--- config.mk ---
export PLATFORM = sky130hd
export DESIGN_NAME = fetch_queue
export DESIGN_NICKNAME = d
export VERILOG_FILES = /design/src/rtl/fetch_queue_pkg.sv /design/src/rtl/fetch_fifo.sv /design/src/rtl/fetch_queue.sv
export SDC_FILE = /design/constraint.sdc
export NUM_CORES = 1
export LEC_CHECK = 0
export ABC_AREA = 1
export ABC_CLOCK_PERIOD_IN_PS = 5690
export BUFFER_PORTS_ARGS = -buffer_cell sky130_fd_sc_hd__buf_4
export CAP_MARGIN = 20
export CORE_MARGIN = 4
export CORE_UTILIZATION = 59
export DETAILED_ROUTE_END_ITERATION = 16
export GPL_TIMING_DRIVEN = 1
export PLACE_DENSITY = 0.81
export SYNTH_ARGS = -nofsm -noshare
export SYNTH_HDL_FRONTEND = slang
export SYNTH_SLANG_ARGS = --single-unit
--- constraint.sdc ---
create_clock -name clk -period 5.69 [get_ports clk]
set_input_delay 1.707 -clock clk [delete_from_list [all_inputs] [get_ports clk]]
set_output_delay 1.707 -clock clk [all_outputs]
set_load 0.01 [all_outputs]
--- src/rtl/fetch_queue_pkg.sv ---
// Shared types and sizing helpers for the instruction-fetch queue.
package fetch_queue_pkg;

   localparam int unsigned INST_W = 32;

   typedef logic [INST_W-1:0] inst_t;

   // Width of a counter that must hold every value 0..depth inclusive.
   function automatic int unsigned cnt_w(input int unsigned depth);
      return unsigned'($clog2(depth + 1));
   endfunction

   function automatic int unsigned ptr_w(input int unsigned depth);
      return (depth > 1) ? unsigned'($clog2(depth)) : 1;
   endfunction

endpackage

--- src/rtl/fetch_fifo.sv ---
// DEPTH-entry circular buffer of fetch entries with push, pop and synchronous flush.
// DEPTH must be a power of two so the pointers wrap naturally.
module fetch_fifo
   import fetch_queue_pkg::*;
#(
   parameter  int unsigned DEPTH   = 4,
   parameter  type         entry_t = logic [63:0],
   localparam int unsigned CW      = cnt_w(DEPTH)
) (
   input  logic          clk,
   input  logic          rst,
   input  logic          i_push,
   input  entry_t        i_data,
   input  logic          i_pop,
   input  logic          i_flush,
   output entry_t        o_head,
   output logic [CW-1:0] o_count,
   output logic          o_full,
   output logic          o_empty
);

   localparam int unsigned PW = ptr_w(DEPTH);

   entry_t        r_mem [DEPTH];
   logic [PW-1:0] r_rd;
   logic [PW-1:0] r_wr;
   logic [CW-1:0] r_count;

   logic          w_do_push;
   logic          w_do_pop;

   assign o_empty   = (r_count == '0);
   assign o_full    = (r_count == CW'(DEPTH));
   assign w_do_pop  = i_pop && !o_empty;
   // A push into a full buffer is legal only when the head leaves in the same cycle.
   assign w_do_push = i_push && (!o_full || w_do_pop);

   // NOTE: state updates use <= so every register samples pre-edge values regardless of statement order.
   always_ff @(posedge clk or negedge rst) begin
      if (!rst) begin
         r_rd    <= '0;
         r_wr    <= '0;
         r_count <= '0;
      end else if (i_flush) begin
         r_rd    <= '0;
         r_wr    <= '0;
         r_count <= '0;
      end else begin
         if (w_do_pop)  r_rd <= r_rd + PW'(1);
         if (w_do_push) r_wr <= r_wr + PW'(1);
         case ({w_do_push, w_do_pop})
            2'b10:   r_count <= r_count + CW'(1);
            2'b01:   r_count <= r_count - CW'(1);
            default: r_count <= r_count;
         endcase
      end
   end

   // NOTE: storage has no reset; a slot is only read after it was written, and the top masks id_* while empty.
   always_ff @(posedge clk) begin
      if (w_do_push && !i_flush) r_mem[r_wr] <= i_data;
   end

   assign o_head  = r_mem[r_rd];
   assign o_count = r_count;

   a_no_overflow: assert property (@(posedge clk) disable iff (!rst)
      i_push |-> (!o_full || w_do_pop || i_flush));

endmodule

--- src/rtl/fetch_queue.sv ---
// Instruction-fetch front end: fetch PC, credit-limited in-order requests, response queue, redirect flush.
// Define FETCHQ_BYPASS_EN to let a response reach ID in the same cycle when the queue is empty.
module fetch_queue
   import fetch_queue_pkg::*;
#(
   parameter int unsigned     XLEN     = 32,
   parameter int unsigned     DEPTH    = 4,
   parameter logic [XLEN-1:0] RESET_PC = '0
) (
   input  logic            clk,
   input  logic            rst,
   output logic            imem_req_valid,
   input  logic            imem_req_ready,
   output logic [XLEN-1:0] imem_req_addr,
   input  logic            imem_resp_valid,
   input  logic [31:0]     imem_resp_inst,
   input  logic            redirect_valid,
   input  logic [XLEN-1:0] redirect_pc,
   output logic            id_valid,
   input  logic            id_ready,
   output logic [31:0]     id_inst,
   output logic [XLEN-1:0] id_pc,
   output logic [XLEN-1:0] id_pc_plus4
);

   localparam int unsigned     CW         = cnt_w(DEPTH);
   localparam logic [CW:0]     CREDIT_MAX = (CW + 1)'(DEPTH);
   localparam logic [XLEN-1:0] PC_STEP    = XLEN'(4);

   typedef struct packed {
      inst_t           inst;
      logic [XLEN-1:0] pc;
   } fetch_entry_t;

   logic [XLEN-1:0] r_fetch_pc;
   logic [XLEN-1:0] r_resp_pc;
   logic [CW-1:0]   r_outst;
   logic [CW-1:0]   r_drop;

   logic [CW-1:0]   w_count;
   logic            w_full;
   logic            w_empty;
   fetch_entry_t    w_head;
   fetch_entry_t    w_resp_entry;
   fetch_entry_t    w_id_entry;
   logic            w_credit_ok;
   logic            w_req_fire;
   logic            w_resp_keep;
   logic            w_resp_drop;
   logic            w_bypass;
   logic            w_push;
   logic            w_fifo_pop;
   logic [CW-1:0]   w_outst_next;
   logic [XLEN-1:0] w_redirect_pc;

   // Outstanding requests plus queued entries never exceed DEPTH, so every response has a slot.
   assign w_credit_ok    = ({1'b0, r_outst} + {1'b0, w_count}) < CREDIT_MAX;
   assign imem_req_valid = rst && w_credit_ok && !redirect_valid;
   assign imem_req_addr  = r_fetch_pc;
   assign w_req_fire     = imem_req_valid && imem_req_ready;

   assign w_resp_drop    = imem_resp_valid && (r_drop != '0);
   assign w_resp_keep    = imem_resp_valid && (r_drop == '0);
   assign w_resp_entry   = '{inst: imem_resp_inst, pc: r_resp_pc};
   assign w_outst_next   = r_outst + CW'(w_req_fire) - CW'(imem_resp_valid);
   assign w_redirect_pc  = redirect_pc & ~XLEN'(3);

`ifdef FETCHQ_BYPASS_EN
   assign w_bypass = rst && w_empty && w_resp_keep && !redirect_valid;
`else
   assign w_bypass = 1'b0;
`endif

   assign id_valid    = !w_empty || w_bypass;
   assign w_id_entry  = w_bypass ? w_resp_entry : w_head;
   assign id_inst     = id_valid ? w_id_entry.inst : '0;
   assign id_pc       = id_valid ? w_id_entry.pc : '0;
   assign id_pc_plus4 = id_valid ? (w_id_entry.pc + PC_STEP) : '0;

   assign w_fifo_pop  = id_ready && !w_empty;
   // A bypassed response that ID takes immediately never occupies a slot.
   assign w_push      = w_resp_keep && !(w_bypass && id_ready);

   fetch_fifo #(
      .DEPTH   (DEPTH),
      .entry_t (fetch_entry_t)
   ) u_fifo (
      .clk     (clk),
      .rst     (rst),
      .i_push  (w_push),
      .i_data  (w_resp_entry),
      .i_pop   (w_fifo_pop),
      .i_flush (redirect_valid),
      .o_head  (w_head),
      .o_count (w_count),
      .o_full  (w_full),
      .o_empty (w_empty)
   );

   always_ff @(posedge clk or negedge rst) begin
      if (!rst) begin
         r_fetch_pc <= RESET_PC;
         r_resp_pc  <= RESET_PC;
         r_outst    <= '0;
         r_drop     <= '0;
      end else begin
         r_outst <= w_outst_next;
         if (redirect_valid) begin
            r_fetch_pc <= w_redirect_pc;
            r_resp_pc  <= w_redirect_pc;
            // Every request still in flight after this edge belongs to the abandoned stream.
            r_drop     <= w_outst_next;
         end else begin
            if (w_req_fire)  r_fetch_pc <= r_fetch_pc + PC_STEP;
            if (w_resp_keep) r_resp_pc  <= r_resp_pc + PC_STEP;
            if (w_resp_drop) r_drop     <= r_drop - CW'(1);
         end
      end
   end

   a_resp_has_credit: assert property (@(posedge clk) disable iff (!rst)
      imem_resp_valid |-> (r_outst != '0));

   a_drop_bounded: assert property (@(posedge clk) disable iff (!rst)
      r_drop <= r_outst);

   a_full_blocks_req: assert property (@(posedge clk) disable iff (!rst)
      w_full |-> !imem_req_valid);

endmodule

Word-level counts from Yosys, hierarchy flattened --
Memory sizes are Yosys's and may differ from the RTL's. Index checks and enable logic that the tools add are counted.
Storage, ports and cells: register bits 77, memory bits (writable) 256, input port bits 70, output and inout port bits 130, logic and storage cells 62, memories kept 1
Operators by class: add/subtract/negate cells 11, magnitude comparators 1, equality and inequality tests 3, multiplexer cells 17, reduce and logical (&&, ||, !) cells 22
Memory list:
- u_fifo.r_mem | depth 4, width 64, rd ports 1, clocked after Yosys merged registers in 0, write ports 1, line fetch_fifo.sv:24 | entry_t r_mem [DEPTH];
Operator list (count):
- 32-bit 2-to-1 mux | 7
- 32-bit by 3-bit adder with 32-bit output (second input constant) | 3
- 2-bit nonzero test | 5
- 1-bit logical AND | 9
- 3-bit 2-to-1 mux | 3
- 2-bit 2-to-1 mux | 4
- 3-bit logical NOT | 2
- 3-bit one-hot mux with 2 select lines | 1
- 3-bit nonzero test | 2
- 3-bit by 1-bit subtractor with 3-bit output (second input constant) | 2
- 2-bit by 1-bit adder with 2-bit output (second input constant) | 2
- 3-bit by 3-bit adder with 4-bit output | 1
- 4-bit by 3-bit < comparator with 1-bit output (second input constant) | 1
- 3-bit by 1-bit adder with 3-bit output | 1
- 3-bit by 1-bit adder with 3-bit output (second input constant) | 1
- 3-bit == test (second input constant) | 1
- 1-bit logical NOT | 3
- 3-bit by 1-bit subtractor with 3-bit output | 1
- 2-bit by 1-bit == test with 1-bit output (second input constant) | 1
- 2-bit == test (second input constant) | 1
- 1-bit 2-to-1 mux | 2
- 1-bit logical OR | 1

Depth between registers and ports, before layout --
depth after elaboration 9, depth in mapped cells 16, depth with buffers taken out 14

Hierarchy --
From an unflattened synthesis, not the netlist that was laid out.
Second synthesis, totals: cell total of the unflattened synthesis 1705, area total of the unflattened synthesis 16049.1 sq um
By module, submodules not included:
- fetch_fifo | times used 1, cells an instance 687, area each 9967.1 sq um, sequential area each 7862.5 sq um
- fetch_queue | times used 1, cells an instance 1018, area each 6082.1 sq um, sequential area each 1651.6 sq um

Worst setup path after synthesis --
Ideal clock, no wire load.
path type in2reg, start point input port redirect_valid, end point memory u_fifo.r_mem[0][10] (netlist name) (enable), library setup time 0.482 ns, data arrival time 4.909 ns, required time 5.208 ns, setup slack 0.299 ns, cell stages on the path 5, buffers on the path 2, cell sequence clkbuf_1 -> clkbuf_1 -> nor2_1 -> inv_1 -> nor2_1
Between the ends: word-level cells in the longest chain between the ends 4
RTL lines:
- start, declared | line fetch_queue.sv:17 | input logic redirect_valid,
- 1-bit logical NOT | line fetch_fifo.sv:61 | if (w_do_push && !i_flush) r_mem[r_wr] <= i_data;
- 1-bit logical AND | line fetch_fifo.sv:61
- 1-bit 2-to-1 mux | line fetch_fifo.sv:61
- 1-bit 2-to-1 mux (not written as such) | line fetch_fifo.sv:61
- end, declared | line fetch_fifo.sv:24
No other way between the ends.

Final worst setup path --
start point register u_fifo.r_rd[0], end point output port id_pc_plus4[30]
Between the ends: word-level cells in the longest chain between the ends 3
RTL lines:
- start, declared | line fetch_fifo.sv:25 | logic [PW-1:0] r_rd;
- start signal, assigned | line fetch_fifo.sv:49 | if (w_do_pop) r_rd <= r_rd + PW'(1);
- memory read 4 x 64 bit
- 32-bit by 3-bit adder with 32-bit output | line fetch_queue.sv:78 | assign id_pc_plus4 = id_valid ? (w_id_entry.pc + PC_STEP) : '0;
- 32-bit 2-to-1 mux | line fetch_queue.sv:78
- end, declared | line fetch_queue.sv:23 | output logic [XLEN-1:0] id_pc_plus4
No other way between the ends.

==> flow_summary.ini <==
[run_status]
outcome = finished, final reports clean

[clock_network]
ctsHtreeMaxLevel = 2
cts.sinks = 321
clkSlewWorstSetupHoldPaths_ps = 60
cts_resized = 0
cts.path.max_buffers = 3
cts_tree = yes
cts_setup_buffers = 0
clk_root_buffer_cell = clkbuf_16
numCtsBuffers = 34
insertion_delay_ps = 520
postCtsHoldBufs = 0

[sta]
worst-slew-pin-transition_ps = 866
max_freq_mhz = 191
setup_tns_ps = 0
relSlewSlack_pct = 42.2
hold_viol = 0
skew_ps = 14.4
setup_viol = 0
min_period_ps = 5240
grt_setup_unrepaired = no
slew_violations = 0
final.setup.worst_slack_ps = 451
fin_crit_sh_pct = 92.1
whs_ps = 560

[power_and_ir_drop]
leakage_nw = 7.78
finalPower_mw = 7.74
power_density_mw_per_mm2 = 414
ir_worst_vdd_mv = 0.219

[routing]
first_pass_iters = 6
drtAntennaViolNets = 0
vias = 13200
drcViolationCount = 0
wl_per_cell_um = 17.4
routed_wl_um = 40600
vias_per_cell = 5.67
drtIter0Drc = 1254

[placement]
dp_slack_ps = 1020
dp.cells = 2271
dp_hpwl_um = 26700
portBuffers = 191
place.gp.congestion = 0.974

[worst_setup_path]
cp.required_ps = 3980
path_class = reg2out
crit_family = simple AND/OR/NAND/NOR gates
path_buf_inv = 4
slowest_stage = dfrtp_4
endpoint_kind = output pin
worstPathArrival_ps = 3530
cpMostUsedCell = nand2_1
worst_path_largest_cell_delay_ps = 680
cp_cell_sequence = inv_4 -> buf_12 -> nand2_1 -> nand3_1 -> nand2_1 -> nor2_2 -> nand3_2 -> nor2_1 -> nand2_1 -> nand2_1 -> nand2_1 -> inv_1 -> buf_4
critPathMaxFanout = 123
critPathLaunchType = flop

[die]
start_util_pct = 60.6
num_rows = 59
io-pin-count = 200
core-area_mm2 = 0.0264
die_height_um = 173
die_width_um = 173
dieArea_mm2 = 0.0298

[yosys]
syn_avg_cell_area_um2 = 8.89
ys_seq_elements = 321
synth-edff-count = 248
synth_cells = 1797
synth_ff_type = edfxtp_1
synth_cell_types = 42
syn-cell-area_mm2 = 0.0160
ys_warn_count = 0
seq_area_frac_synth_pct = 58.0
async_reset_ff_share_pct = 22.7

[grt]
grt_pass1_vias = 12800
grt_max_degree = 124
antenna_found_initial = 0
grt_pass1_wl_um = 64900
grt_overflow_total = 0
track_usage_pct = 26.4

[cells_and_area]
n_fill_cell = 1916
final_nets = 2057
final_cells = 2333
drive_gt1_share_pct = 14.9
seqCellArea_mm2 = 0.00928
syn2layout_area_growth_pct = 17.2
diodes = 0
multi_input_area_mm2 = 0.00593

[hold_path]
hold_class = reg2reg

[job]
max_cap_violations = 0
flip-flops by register name, summed over array words and instances, names as in the netlist:
name            flops
u_fifo.o_count      3
r_outst             3
u_fifo.r_wr         2
imem_req_addr      30
u_fifo.r_mem      248
r_resp_pc          30
u_fifo.r_rd         2
r_drop              3
cells in the final DEF, fill, tap and decap left out, types with 3 or more instances in the layout:
master / Yosys / final
nand2_1: 542 / 542
nor2_1: 291 / 287
edfxtp_1: 248 / 248
buf_4: 13 / 211
nand3_1: 135 / 135
inv_1: 98 / 97
o21ai_0: 94 / 94
dfrtp_1: 73 / 71
a21oi_1: 61 / 61
clkbuf_16: 0 / 35
o211ai_1: 29 / 29
nor3_1: 26 / 26
xor2_1: 20 / 20
xnor2_1: 17 / 17
nand4_1: 15 / 15
ha_1: 13 / 13
nand2_2: 10 / 10
clkbuf_1: 23 / 8
nor2_2: 7 / 7
nor2_4: 3 / 7
clkinv_2: 0 / 7
conb_1: 1 / 6
clkinv_1: 3 / 5
inv_2: 3 / 4
and2_1: 4 / 4
nand3b_1: 4 / 4
clkinvlp_4: 0 / 4
a31oi_1: 3 / 3
cells by family after synthesis:
family / Yosys count / share of synthesized area, %
fa+ha+maj: 15 / 1.27
compound gates: 197 / 6.80
simple gates: 1043 / 26.7
flops: 321 / 58.0
buf+inv: 183 / 5.14
xor+xnor: 37 / 2.03
other cells: 1 / 0.0235
cells in the mapped netlist, drive strengths merged (2+ instances only):
library cell | count | area share [%]
ha | 13 | 1.0
xnor2 | 17 | 0.93
o211ai | 29 | 1.4
edfxtp | 248 | 47
nand2 | 552 | 13
a21oi | 61 | 1.9
buf | 55 | 2.1
fa | 2 | 0.25
and2 | 4 | 0.16
xor2 | 20 | 1.1
clkbuf | 23 | 0.54
nor3 | 27 | 0.88
dfrtp | 73 | 11
o221ai | 2 | 0.11
o21ai | 96 | 3.0
o22ai | 2 | 0.078
nand3b | 4 | 0.19
a31oi | 3 | 0.12
nand4 | 15 | 0.59
or2 | 2 | 0.078
nor4 | 2 | 0.078
inv | 102 | 2.4
clkinv | 3 | 0.070
nor2 | 301 | 7.3
nand3 | 136 | 4.3
layer usage:
layer  GRT usage, %  routed length [µm]  part of all wire (%)  vias to the layer above
met3           4.19                3640                   9.0                       77
met1           36.3               16400                    41                     6124
met5              0                   0                     0                        -
li1               -                   -                     -                     6333
met4           7.65                 975                   2.4                        0
met2           44.0               19500                    48                      692
through the flow:
stage / util (%) / instance area [µm²]
2_1_floorplan: - / 16000
3_3_place_gp: 66.9 / 17600
3_5_place_dp: 66.9 / 17600
4_1_cts: 71.0 / 18700
5_1_grt: 71.0 / 18700
6_report: 71.0 / 18700
worst paths after layout:
check                                   from           endpoint  slack [ps]  cells past startpoint
setup / recovery              u_fifo.r_rd[0]    id_pc_plus4[30]         450                     13
hold / removal             u_fifo.o_count[0]  u_fifo.o_count[0]         560                      1
setup reg to reg                  r_outst[1]          r_drop[2]        2900                     13
hold reg to reg            u_fifo.o_count[0]  u_fifo.o_count[0]         560                      1
max in group asynchronous                rst     u_fifo.r_rd[0]        3580                      2
min in group asynchronous                rst  imem_req_addr[12]        1100                      1
power by group:
part / switching (mW) / internal, mW / total, mW
sequential: 0.238 / 2.74 / 2.97
clock: 0.892 / 1.25 / 2.14
combinational: 1.62 / 1.01 / 2.63
final cells by class:
class                   instances  area share, %
inverters                     105           2.12
repair buffers                212           8.57
clock inverters                18          0.909
clock buffers                  44           4.91
well taps                     335           2.24
flip-flops and latches        321           49.6
multi-input cells            1298           31.7
Power figures use the tool's default switching activity.
